## src/rtl/peak_hold_multi.sv

```systemverilog
// peak_hold_multi: per-period peak detector over NCH channels.
// Tracks each channel's running maximum and its sample index between period
// markers, publishes per-channel peaks on every marker, and feeds them through
// a pipelined comparator tree that reports the global peak and its channel.
module peak_hold_multi #(
    parameter int WIDTH  = 32,
    parameter int NCH    = 4,
    parameter int SIGNED = 0,
    parameter int IDX_W  = 16,
    localparam int CH_W  = (NCH > 1) ? $clog2(NCH) : 1
) (
    input  logic                   clk,
    input  logic                   rst,
    input  logic                   ms_in,
    input  logic                   din_valid,
    input  logic [NCH*WIDTH-1:0]   din,
    output logic [NCH*WIDTH-1:0]   max_out,
    output logic [NCH*IDX_W-1:0]   max_idx,
    output logic                   idx_sat,
    output logic [WIDTH-1:0]       max_all,
    output logic [CH_W-1:0]        max_all_ch,
    output logic                   out_valid
);

    localparam int LVL = $clog2(NCH);
    localparam logic [WIDTH-1:0] FLOOR = (SIGNED != 0) ? {1'b1, {(WIDTH-1){1'b0}}} : '0;
    localparam logic [IDX_W-1:0] IDX_MAX = '1;

    function automatic logic is_greater(input logic [WIDTH-1:0] a, input logic [WIDTH-1:0] b);
        if (SIGNED != 0) begin
            return $signed(a) > $signed(b);
        end
        return a > b;
    endfunction

    logic             ms_s1_q, ms_s2_q;
    logic             edge_e;
    logic             commit_q, commit_d;
    logic [IDX_W-1:0] cnt_q, cnt_d;
    logic             sat_q, sat_d;
    logic             idx_sat_q, idx_sat_d;
    logic [WIDTH-1:0] inner_q [NCH];
    logic [WIDTH-1:0] inner_d [NCH];
    logic [IDX_W-1:0] inner_idx_q [NCH];
    logic [IDX_W-1:0] inner_idx_d [NCH];
    logic [WIDTH-1:0] max_out_q [NCH];
    logic [WIDTH-1:0] max_out_d [NCH];
    logic [IDX_W-1:0] max_idx_q [NCH];
    logic [IDX_W-1:0] max_idx_d [NCH];

    logic [WIDTH-1:0] root_val;
    logic [CH_W-1:0]  root_ch;
    logic             root_valid;
    logic [WIDTH-1:0] max_all_q, max_all_d;
    logic [CH_W-1:0]  max_all_ch_q, max_all_ch_d;
    logic             out_valid_q, out_valid_d;

    // Two-flop synchroniser for the asynchronous period marker
    always_ff @(posedge clk) begin
        if (rst) begin
            ms_s1_q <= 1'b0;
            ms_s2_q <= 1'b0;
        end else begin
            ms_s1_q <= ms_in;
            ms_s2_q <= ms_s1_q;
        end
    end

    assign edge_e = ms_s1_q & ~ms_s2_q;

    // Period tracking: commit on a marker edge, otherwise fold in valid samples
    always_comb begin
        commit_d  = edge_e;
        cnt_d     = cnt_q;
        sat_d     = sat_q;
        idx_sat_d = idx_sat_q;
        inner_d     = inner_q;
        inner_idx_d = inner_idx_q;
        max_out_d   = max_out_q;
        max_idx_d   = max_idx_q;
        if (edge_e) begin
            idx_sat_d = sat_q;
            cnt_d     = '0;
            sat_d     = 1'b0;
            for (int c = 0; c < NCH; c++) begin
                max_out_d[c]   = inner_q[c];
                max_idx_d[c]   = inner_idx_q[c];
                inner_d[c]     = FLOOR;
                inner_idx_d[c] = '0;
            end
        end else if (din_valid) begin
            for (int c = 0; c < NCH; c++) begin
                if (is_greater(din[c*WIDTH +: WIDTH], inner_q[c])) begin
                    inner_d[c]     = din[c*WIDTH +: WIDTH];
                    inner_idx_d[c] = cnt_q;
                end
            end
            if (cnt_q != IDX_MAX) begin
                cnt_d = cnt_q + 1'b1;
            end
            if (cnt_q >= IDX_MAX - 1'b1) begin
                sat_d = 1'b1;
            end
        end
    end

    // Period state registers
    always_ff @(posedge clk) begin
        if (rst) begin
            commit_q  <= 1'b0;
            cnt_q     <= '0;
            sat_q     <= 1'b0;
            idx_sat_q <= 1'b0;
            for (int c = 0; c < NCH; c++) begin
                inner_q[c]     <= FLOOR;
                inner_idx_q[c] <= '0;
                max_out_q[c]   <= '0;
                max_idx_q[c]   <= '0;
            end
        end else begin
            commit_q    <= commit_d;
            cnt_q       <= cnt_d;
            sat_q       <= sat_d;
            idx_sat_q   <= idx_sat_d;
            inner_q     <= inner_d;
            inner_idx_q <= inner_idx_d;
            max_out_q   <= max_out_d;
            max_idx_q   <= max_idx_d;
        end
    end

    generate
        if (NCH == 1) begin : g_single
            assign root_val   = max_out_q[0];
            assign root_ch    = '0;
            assign root_valid = commit_q;
        end else begin : g_tree
            // Heap-ordered tree: node i has children 2i and 2i+1; leaves are the
            // published peaks, so every internal level adds one register stage.
            logic [WIDTH-1:0] tree_val_q [1:NCH-1];
            logic [WIDTH-1:0] tree_val_d [1:NCH-1];
            logic [CH_W-1:0]  tree_ch_q  [1:NCH-1];
            logic [CH_W-1:0]  tree_ch_d  [1:NCH-1];
            logic [WIDTH-1:0] node_val   [1:2*NCH-1];
            logic [CH_W-1:0]  node_ch    [1:2*NCH-1];
            logic [LVL-1:0]   vld_q, vld_d;

            // Gather registered internal nodes and leaf peaks into one node view
            always_comb begin
                for (int i = 1; i < NCH; i++) begin
                    node_val[i] = tree_val_q[i];
                    node_ch[i]  = tree_ch_q[i];
                end
                for (int i = NCH; i < 2*NCH; i++) begin
                    node_val[i] = max_out_q[i-NCH];
                    node_ch[i]  = CH_W'(i - NCH);
                end
            end

            // Each node keeps the larger child; the left (lower channel) wins ties
            always_comb begin
                for (int i = 1; i < NCH; i++) begin
                    if (is_greater(node_val[2*i+1], node_val[2*i])) begin
                        tree_val_d[i] = node_val[2*i+1];
                        tree_ch_d[i]  = node_ch[2*i+1];
                    end else begin
                        tree_val_d[i] = node_val[2*i];
                        tree_ch_d[i]  = node_ch[2*i];
                    end
                end
                vld_d[0] = commit_q;
                for (int k = 1; k < LVL; k++) begin
                    vld_d[k] = vld_q[k-1];
                end
            end

            // Tree node and valid-chain registers
            always_ff @(posedge clk) begin
                if (rst) begin
                    vld_q <= '0;
                    for (int i = 1; i < NCH; i++) begin
                        tree_val_q[i] <= '0;
                        tree_ch_q[i]  <= '0;
                    end
                end else begin
                    vld_q      <= vld_d;
                    tree_val_q <= tree_val_d;
                    tree_ch_q  <= tree_ch_d;
                end
            end

            assign root_val   = tree_val_q[1];
            assign root_ch    = tree_ch_q[1];
            assign root_valid = vld_q[LVL-1];
        end
    endgenerate

    // Final output stage captures the tree root when its pass completes
    always_comb begin
        max_all_d    = max_all_q;
        max_all_ch_d = max_all_ch_q;
        out_valid_d  = root_valid;
        if (root_valid) begin
            max_all_d    = root_val;
            max_all_ch_d = root_ch;
        end
    end

    // Global result registers
    always_ff @(posedge clk) begin
        if (rst) begin
            max_all_q    <= '0;
            max_all_ch_q <= '0;
            out_valid_q  <= 1'b0;
        end else begin
            max_all_q    <= max_all_d;
            max_all_ch_q <= max_all_ch_d;
            out_valid_q  <= out_valid_d;
        end
    end

    // Pack per-channel results onto the flat output buses
    always_comb begin
        max_out = '0;
        max_idx = '0;
        for (int c = 0; c < NCH; c++) begin
            max_out[c*WIDTH +: WIDTH] = max_out_q[c];
            max_idx[c*IDX_W +: IDX_W] = max_idx_q[c];
        end
    end

    assign idx_sat    = idx_sat_q;
    assign max_all    = max_all_q;
    assign max_all_ch = max_all_ch_q;
    assign out_valid  = out_valid_q;

endmodule

```

## config.mk

```make
export PLATFORM = sky130hd
export DESIGN_NAME = peak_hold_multi
export DESIGN_NICKNAME = d
export VERILOG_FILES = /design/src/rtl/peak_hold_multi.sv
export SDC_FILE = /design/constraint.sdc
export NUM_CORES = 1
export LEC_CHECK = 0
export BUFFER_PORTS_ARGS = -buffer_cell sky130_fd_sc_hd__buf_2
export CAP_MARGIN = 20
export CORE_MARGIN = 2
export CORE_UTILIZATION = 60
export CTS_CLUSTER_DIAMETER = 80
export DETAILED_ROUTE_END_ITERATION = 10
export PLACE_DENSITY = 0.83
export REMOVE_ABC_BUFFERS = 1
export SKIP_CTS_REPAIR_TIMING = 1
export SYNTH_ARGS = -nofsm -noshare
export SYNTH_HDL_FRONTEND = slang
export SYNTH_SLANG_ARGS = --single-unit
```

## constraint.sdc

```tcl
create_clock -name clk -period 4.6 [get_ports clk]
set_input_delay 0.23 -clock clk [delete_from_list [all_inputs] [get_ports clk]]
set_output_delay 0.23 -clock clk [all_outputs]
set_load 0.005 [all_outputs]
```

==> reports/metrics.yaml <==
worst_setup_path:
  cp.depth: 8
  cp.arrival_ns: 4.05
  worst-endpoint-required_ns: 5.11
  crit_start: "inner_q[111]"
  worst_r2r_startpoint: "inner_q[111]"
  cp-end-kind: "flip-flop"
  path_class: "reg -> reg"
  worstRegToRegCells: 8
  cpPeakStageDelay_ns: 0.88
  r2r_setup_slack_ns: 1.06
  cp_top_family: "simple AND/OR/NAND/NOR gates"
  critPathSlowestCell: "nor4_1"
  worstReg2RegEnd: "inner_idx_q[52]"
  path_cells: "inv_1 -> ha_1 -> nand4_1 -> nor4_1 -> nand2_1 -> a32oi_4 -> buf_4 -> mux2i_1"
  cp-endpoint: "inner_idx_q[52]"
  path_buf_inv: 2
  startpoint_type: "flip-flop"
  worstPathMaxFanout: 48
final_layout:
  area_delta_synth_final_pct: 16.4
  final_cells: 3715
  drive_gt1_share_pct: 15.5
  fin_area_um2: 29900
  nets: 3489
clock_network:
  cts.clk_slew.worst_paths_ns: 0.06
  cts.sinks: 543
  root_buffer: "clkbuf_16"
  cts_max_level: 2
  clk_path_buf_depth: 3
  cts_buffers: 54
  cts_tree: "yes"
  clk_latency_ns: 0.60
route:
  ant_nets: 0
  drtPass1Iterations: 6
  drc: 0
  vias_per_cell: 5.67
  wire_per_inst_um: 18.6
  routed_wl_um: 69100
  vias: 21072
  first_iter_violations: 1518
flow_run:
  max_cap_violations: 0
global_routing:
  use_met1_pct: 35.3
  track_usage_pct: 29.0
  grt_pass1_wl_um: 103000
  met2_usage_pct: 48.1
  grt_pass1_vias: 19813
  grt-busiest-layer: "met2"
  use_met3_pct: 7.03
  antenna_found_initial: 2
  grt.overflow.total: 0
  grt_max_degree: 130
logic_synthesis:
  netlist_area_um2: 25700
  ys.flop_type: "dfxtp_1"
  synth_edf_count: 0
  synth-async-reset-ratio_pct: 0
  ys_ff_latch: 543
  yosysSeqAreaShare_pct: 42.3
  avgSynthCellArea_um2: 9.07
  synth_cells: 2836
  synth.distinct_cells: 51
  yosys_warnings: 0
timing:
  tns_ns: 0
  setup_slack_ns: 1.06
  slew_violations: 0
  setup_viol: 0
  fin_skew_ns: 0.0185
  max_slew.worst_pin.slew_ns: 0.939
  period_share_pct: 77.0
  min_period_ns: 3.54
  finalHoldViolCount: 0
  slew_headroom_pct: 36.8
  fmax_mhz: 282
  rsz0062_at_grt: "no"
power:
  p_leak_nw: 13.6
  power_mw: 11.0
  powerDensity_nw_per_um2: 367
  ir_drop_mv: 0.340
die:
  ios: 360
  start_util_pct: 61.0
  die_area_um2: 44500
  num_rows: 75
  coreArea_um2: 42100
  die_w_um: 211
  fp.dieH_um: 211
place:
  gp_congestion: 0.936
  dp_slack_ns: 1.25
  dp_hpwl_um: 48000
  dp.cells: 3484
  port-buffer-count: 359
  dpl_cell_area_um2: 26800
worst_hold_path:
  hp-start: "rst"
  hold_class: "in -> reg"
outcome:
  status: "finished clean"
==> layer usage <==
| metal | vias up | wire length, µm |
|---|---|---|
| met5 | - | 0 |
| met1 | 9999 | 28000 |
| li1 | 10059 | - |
| met2 | 802 | 33000 |
| met3 | 212 | 5130 |
| met4 | 0 | 2940 |
==> power breakdown <==
| group | total [mW] | switching, mW | internal (mW) |
|---|---|---|---|
| sequential | 4.92 | 0.0973 | 4.82 |
| clock | 4.47 | 1.87 | 2.61 |
| combinational | 1.60 | 0.916 | 0.680 |
| total | 11.0 | 2.88 | 8.11 |
==> worst min-delay path: stages <==
cell	delay, ns
buf_2	0.09
buf_4	0.28
nor2_1	0.15
==> cell type report <==
type,instances,area [µm²]
Sequential cell,543,10900
Clock inverter,22,221
Multi-Input combinational cell,1789,12400
Tap cell,539,674
Fill cell,2979,12200
Timing Repair Buffer,513,3350
Antenna cell,2,5.00
Inverter,230,868
Clock buffer,77,1580
==> placed cells by master (no fill, tap or decap), types with 18 or more instances in the layout <==
cell type / synthesis / layout
a22o_1: 129 / 129
nor2_1: 63 / 62
o21ai_0: 88 / 88
buf_2: 8 / 359
buf_4: 146 / 19
mux2i_1: 323 / 323
inv_1: 229 / 229
dlygate4sd3_1: 0 / 129
dfxtp_1: 543 / 542
ha_1: 226 / 226
nand2_1: 632 / 631
a21oi_1: 95 / 95
nand4_1: 54 / 54
nor4_1: 18 / 18
clkbuf_16: 0 / 55
a21o_1: 22 / 22
nand3_1: 30 / 30
==> metrics by stage <==
stage          hold slack (ns)  util, %
6_report                 0.196     71.0
5_1_grt                  0.218     71.0
4_1_cts                 -0.164     67.9
3_5_place_dp             0.424     63.7
3_3_place_gp             0.418     63.7
2_1_floorplan            0.302        -
==> state kept, by name, summed over array words and instances, names as in the netlist, 3 cells and up <==
name,cells
max_idx,64
inner_q,128
inner_idx_q,64
g_tree.node_val,64
cnt_q,16
max_all,32
max_out,128
g_tree.node_ch,3
root_val,32
==> synth_stat cells (14+ instances only) <==
| master | number | share of area (%) |
|---|---|---|
| a21o_1 | 22 | 0.64 |
| a21oi_1 | 95 | 1.8 |
| a22o_1 | 129 | 4.4 |
| buf_4 | 146 | 4.3 |
| clkbuf_1 | 109 | 1.6 |
| dfxtp_1 | 543 | 42 |
| ha_1 | 226 | 11 |
| inv_1 | 229 | 3.3 |
| mux2i_1 | 323 | 13 |
| nand2_1 | 632 | 9.2 |
| nand3_1 | 30 | 0.58 |
| nand4_1 | 54 | 1.3 |
| nor2_1 | 63 | 0.92 |
| nor3_1 | 15 | 0.29 |
| nor4_1 | 18 | 0.44 |
| o21ai_0 | 88 | 1.7 |
| xnor2_1 | 14 | 0.48 |
==> worst min-delay path by stage <==
stage	to	slack, ns	cells after the start
floorplan	g_tree.vld_q[0]	0.30	1
global placement	g_tree.vld_q[0]	0.42	1
detailed placement	g_tree.vld_q[0]	0.42	1
CTS	ms_s1_q	-0.16	2
global route	max_all[20]	0.22	3
finish	max_all[20]	0.20	3
==> cell families (layout without fill, tap and decap cells) <==
logic type	Yosys count	count (layout)	synth area share, %
adder cells (fa/ha/maj)	226	226	11.0
multiplexers	323	323	12.6
flip-flops	543	543	42.3
AND/OR/NAND/NOR	843	843	13.7
buffers and inverters	504	842	9.80
AO/OA/AOI/OAI	383	383	10.2
XOR/XNOR	14	14	0.477
other	0	2	0
(Power assumes the default switching activity.)
